### src/rtl/cache_pkg.sv
// Shared constants and FSM state encoding for the direct-mapped cache fill controller.
package cache_pkg;
    localparam int ADDR_W  = 8;
    localparam int DATA_W  = 8;
    localparam int INDEX_W = 4;
    localparam int TAG_W   = ADDR_W - INDEX_W;

    typedef logic [2:0] state_t;

    localparam logic [2:0] S_IDLE   = 3'd0;
    localparam logic [2:0] S_LOOKUP = 3'd1;
    localparam logic [2:0] S_MEM_RD = 3'd2;
    localparam logic [2:0] S_FILL   = 3'd3;
    localparam logic [2:0] S_MEM_WR = 3'd4;
    localparam logic [2:0] S_RESP   = 3'd5;
endpackage

### src/rtl/cache_valid_bits.sv
// Per-line valid flags: cleared by reset, set on any cache write, read combinationally by index.
module cache_valid_bits #(
    parameter int INDEX_W = cache_pkg::INDEX_W
) (
    input  logic               clk,
    input  logic               reset,
    input  logic               set,
    input  logic [INDEX_W-1:0] set_idx,
    input  logic [INDEX_W-1:0] rd_idx,
    output logic               rd_valid
);
    logic [(2**INDEX_W)-1:0] valid;

    always_ff @(posedge clk) begin
        if (reset) begin
            valid <= '0;
        end else if (set) begin
            valid[set_idx] <= 1'b1;
        end
    end

    assign rd_valid = valid[rd_idx];
endmodule

### src/rtl/cache_fill_ctrl.sv
// Requester-side controller for a 16-line direct-mapped cache: hit judgement,
// read-miss refill over a req/ack memory port, write-through with allocate.
module cache_fill_ctrl
    import cache_pkg::*;
#(
    parameter int ADDR_W  = cache_pkg::ADDR_W,
    parameter int DATA_W  = cache_pkg::DATA_W,
    parameter int INDEX_W = cache_pkg::INDEX_W,
    parameter int CNT_W   = 16
) (
    input  logic              clk,
    input  logic              reset,
    input  logic              req_valid,
    input  logic              req_we,
    input  logic [ADDR_W-1:0] req_addr,
    input  logic [DATA_W-1:0] req_wdata,
    output logic              req_ready,
    output logic              resp_valid,
    output logic [DATA_W-1:0] resp_rdata,
    output logic              c_we,
    output logic [ADDR_W-1:0] c_addr,
    output logic [DATA_W-1:0] c_data_in,
    input  logic [DATA_W-1:0] c_data_out,
    input  logic              c_hit,
    output logic              mem_req,
    output logic              mem_we,
    output logic [ADDR_W-1:0] mem_addr,
    output logic [DATA_W-1:0] mem_wdata,
    input  logic              mem_ack,
    input  logic [DATA_W-1:0] mem_rdata,
    output logic [CNT_W-1:0]  hit_cnt,
    output logic [CNT_W-1:0]  miss_cnt
);
    function automatic logic [CNT_W-1:0] sat_inc(input logic [CNT_W-1:0] v);
        return (&v) ? v : v + 1'b1;
    endfunction

    state_t            state;
    logic              r_we;
    logic [ADDR_W-1:0] r_addr;
    logic [DATA_W-1:0] r_wdata;
    logic              line_valid;
    logic              hit;

    // A line never written since reset may still match a stale tag in the array.
    assign hit = c_hit & line_valid;

    assign req_ready  = (state == S_IDLE);
    assign resp_valid = (state == S_RESP);
    assign c_addr     = (state == S_IDLE) ? req_addr : r_addr;
    assign c_we       = ((state == S_LOOKUP) && r_we) || (state == S_FILL);
    assign c_data_in  = (state == S_FILL) ? resp_rdata : r_wdata;
    assign mem_req    = (state == S_MEM_RD) || (state == S_MEM_WR);
    assign mem_we     = (state == S_MEM_WR);
    assign mem_addr   = r_addr;
    assign mem_wdata  = r_wdata;

    cache_valid_bits #(.INDEX_W(INDEX_W)) u_valid (
        .clk      (clk),
        .reset    (reset),
        .set      (c_we),
        .set_idx  (r_addr[INDEX_W-1:0]),
        .rd_idx   (r_addr[INDEX_W-1:0]),
        .rd_valid (line_valid)
    );

    always_ff @(posedge clk) begin
        if (state == S_IDLE && req_valid) begin
            r_we    <= req_we;
            r_addr  <= req_addr;
            r_wdata <= req_wdata;
        end
    end

    always_ff @(posedge clk) begin
        if (reset) begin
            state      <= S_IDLE;
            resp_rdata <= '0;
            hit_cnt    <= '0;
            miss_cnt   <= '0;
        end else begin
            case (state)
                S_IDLE: if (req_valid) state <= S_LOOKUP;
                S_LOOKUP: begin
                    if (r_we) begin
                        state <= S_MEM_WR;
                    end else if (hit) begin
                        resp_rdata <= c_data_out;
                        hit_cnt    <= sat_inc(hit_cnt);
                        state      <= S_RESP;
                    end else begin
                        miss_cnt <= sat_inc(miss_cnt);
                        state    <= S_MEM_RD;
                    end
                end
                S_MEM_RD: if (mem_ack) begin
                    resp_rdata <= mem_rdata;
                    state      <= S_FILL;
                end
                S_FILL: state <= S_RESP;
                S_MEM_WR: if (mem_ack) begin
                    resp_rdata <= r_wdata;
                    state      <= S_RESP;
                end
                S_RESP: state <= S_IDLE;
                default: state <= S_IDLE;
            endcase
        end
    end
endmodule

### config.mk
export PLATFORM = sky130hd
export DESIGN_NAME = cache_fill_ctrl
export DESIGN_NICKNAME = d
export VERILOG_FILES = /design/src/rtl/cache_pkg.sv /design/src/rtl/cache_valid_bits.sv /design/src/rtl/cache_fill_ctrl.sv
export SDC_FILE = /design/constraint.sdc
export NUM_CORES = 1
export LEC_CHECK = 0
export CORE_MARGIN = 5
export CORE_UTILIZATION = 47
export CTS_CLUSTER_SIZE = 30
export DETAILED_ROUTE_END_ITERATION = 8
export HOLD_SLACK_MARGIN = 0.02
export PLACE_DENSITY = 0.83
export SLEW_MARGIN = 0
export SYNTH_ARGS = -nofsm -noshare
export SYNTH_HDL_FRONTEND = slang
export SYNTH_SLANG_ARGS = --single-unit
### constraint.sdc
create_clock -name clk -period 3.32 [get_ports clk]
set_clock_uncertainty 0.15 [all_clocks]
set_input_delay 0.332 -clock clk [delete_from_list [all_inputs] [get_ports clk]]
set_output_delay 0.332 -clock clk [all_outputs]
set_load 0.03 [all_outputs]
==> flow_summary.ini <==
[global_route]
grt_overflow = 0
grt_pass1_wl_um = 17040
antenna_found_initial = 0
grt_max_degree = 54
grt_pass1_vias = 3615
grt_usage_pct = 20.83

[setup_path]
required_ps = 3410
worstPathArrival_ps = 2930
cp-end-kind = register
cp-start-kind = register
cp_max_fo = 28
reg2reg_depth = 5
path_class = register to register

[clock_network]
insertion_delay_ps = 350
path_clk_slew_ps = 80
cts_tree = yes
cts_resized = 0
cts_buffers = 9
root_buffer = clkbuf_8
post_cts_buffers = 0
cts_hold_buffers = 0
clk_path_buf_depth = 2
cts_htree_levels = 3
clkSinkCount = 76

[floorplan]
placementRows = 32
die_area_sq_um = 10020
die_y_um = 100.1
die_w_um = 100.1
coreArea_sq_um = 7807
start_util_pct = 48.88
io_pins = 115

[power]
total_power_mw = 2.731
peakVddDrop_mv = 0.3795
power_per_cell_area_nw_per_um2 = 519.4
p_leak_nw = 1.739

[logic_synthesis]
avgSynthCellArea_sq_um = 9.517
synth_common_cells = 59 x dfxtp_1, 46 x a21oi_1, 29 x nor2_1
synth-seq-area-share_pct = 44.33
synth_area_leaders = dfxtp_1 31%, edfxtp_1 13%, a21oi_1 6.0%
syn_inst = 401
synth_nets = 441
yosysWarningCount = 0
ys_seq_elements = 76
synth_area_leader_cell = dfxtp_1
synth_top_area_share_pct = 30.95
synth_most_common_cell = dfxtp_1
ys_types = 53
synth_area_sq_um = 3816
ys_async_sr_fraction_pct = 0
synth-edff-count = 17
synth_flop_cell = dfxtp_1

[timing]
max_slew_margin_pct = 35.96
hold_viol_final = 0
slew_viol_final = 0
worst_pin_slew_ps = 960.6
whs_ps = 326.0
period_share_pct = 85.55
min_period_ps = 2840
setup_viol = 0
max_freq_mhz = 352.1
setup_ws_ps = 479.7
finalSetupTns_ps = 0
grt_setup_unrepaired = no

[drt]
first_pass_iters = 4
post_drt_wl_per_cell_um = 16.90
drc = 0
vias = 3639
drt-initial-drc-count = 127
vias_per_cell = 5.966
ant_nets = 0
routed_wl_um = 10310

[worst_hold_path]
hold_depth = 2
hold_class = register to register

[placement]
globalplace.congestion = 0.8403
dp_hpwl_um = 7307
io_buffers = 114
placed_area_sq_um = 5014
dp_slack_ps = 480.4

[job]
drv_cap = 0

[finish]
antenna_cells = 0
area_growth_pct = 37.80
finish.net_count = 543
layout-drive-gt1-share_pct = 10.43
final_area_sq_um = 5259

[status]
status = finished clean
[registers in the layout, summed over array words and instances (netlist names)]
register       count
state              3
resp_rdata         8
u_valid.valid     16
miss_cnt          16
mem_addr           8
mem_wdata          8
hit_cnt           16
r_we               1
[metrics by stage]
| step | std cells | util, % |
|---|---|---|
| global placement | 594 | 64.21 |
| floorplan | 401 | - |
| detailed placement | 594 | 64.21 |
| finish | 610 | 67.36 |
| CTS | 610 | 67.36 |
| global route | 610 | 67.36 |
[critical path, cell delays in order, from the launching register on]
cell and delay, ps:
edfxtp_1 590, mux4_2 550, a2bb2oi_1 170, a22o_1 510
nor4b_1 420, mux2_1 350
[placed cells by master, fill, tap and decap left out, types with 2 or more instances in the layout]
cell type,instances
buf_4,11
a31oi_1,6
nor2_1,29
or3_1,5
nor3b_1,2
nor3_2,2
o22ai_1,8
nand2b_1,5
or4_1,17
nor3_1,7
ha_1,2
a21oi_1,46
mux4_2,2
nand4_1,10
a21o_1,8
o21ai_1,2
edfxtp_1,17
clkdlybuf4s50_1,113
and3_1,3
o41ai_1,5
dfxtp_1,59
o31ai_1,16
and4_1,7
mux2_1,5
o22a_1,8
clkbuf_8,11
or4b_1,3
o21ai_0,5
nand3_1,18
mux2i_1,5
nor4b_1,2
nand2_1,13
nor2b_1,12
inv_1,3
bufinv_16,2
mux2_2,17
a2bb2oi_1,2
[cells by family (layout without fill, tap and decap cells)]
family	count (synthesis)	count (layout)	share of synthesized area, %
compound gates	114	114	19.38
fa+ha+maj	2	2	0.6556
buf+inv	37	144	4.524
flops	76	76	44.33
mux	29	29	8.983
simple gates	143	143	22.13
[final timing paths]
kind                                                     from                            end  slack [ps]
worst max-delay path                    mem_addr[1]$_DFFE_PP_      miss_cnt[10]$_SDFFE_PP0P_         480
worst min-delay path            u_valid.valid[2]$_SDFFE_PP0P_  u_valid.valid[2]$_SDFFE_PP0P_         330
worst max register to register          mem_addr[1]$_DFFE_PP_      miss_cnt[10]$_SDFFE_PP0P_         480
worst min register to register  u_valid.valid[2]$_SDFFE_PP0P_  u_valid.valid[2]$_SDFFE_PP0P_         330
[final cells by class]
type	count	area, sq um
clock buffer	13	180.2
multi-input combinational	288	1964
clock inverter	3	65.06
timing repair buffer	125	1219
sequential	76	1692
inverter	3	11.26
tap	102	127.6
fill	636	2549
[power breakdown]
| group | total [mW] | switching [mW] | internal [mW] |
|---|---|---|---|
| Combinational | 0.795 | 0.444 | 0.352 |
| Clock | 0.850 | 0.340 | 0.510 |
| Sequential | 1.09 | 0.0759 | 1.01 |
[routing by layer]
layer / track usage [%] / vias up / routed length (um)
met5: 0 / - / 0
met4: 7.565 / 0 / 189
met3: 8.339 / 14 / 999
met2: 34.48 / 137 / 4827
met1: 24.40 / 1738 / 4290
li1: - / 1750 / -
(Power assumes the default switching activity.)
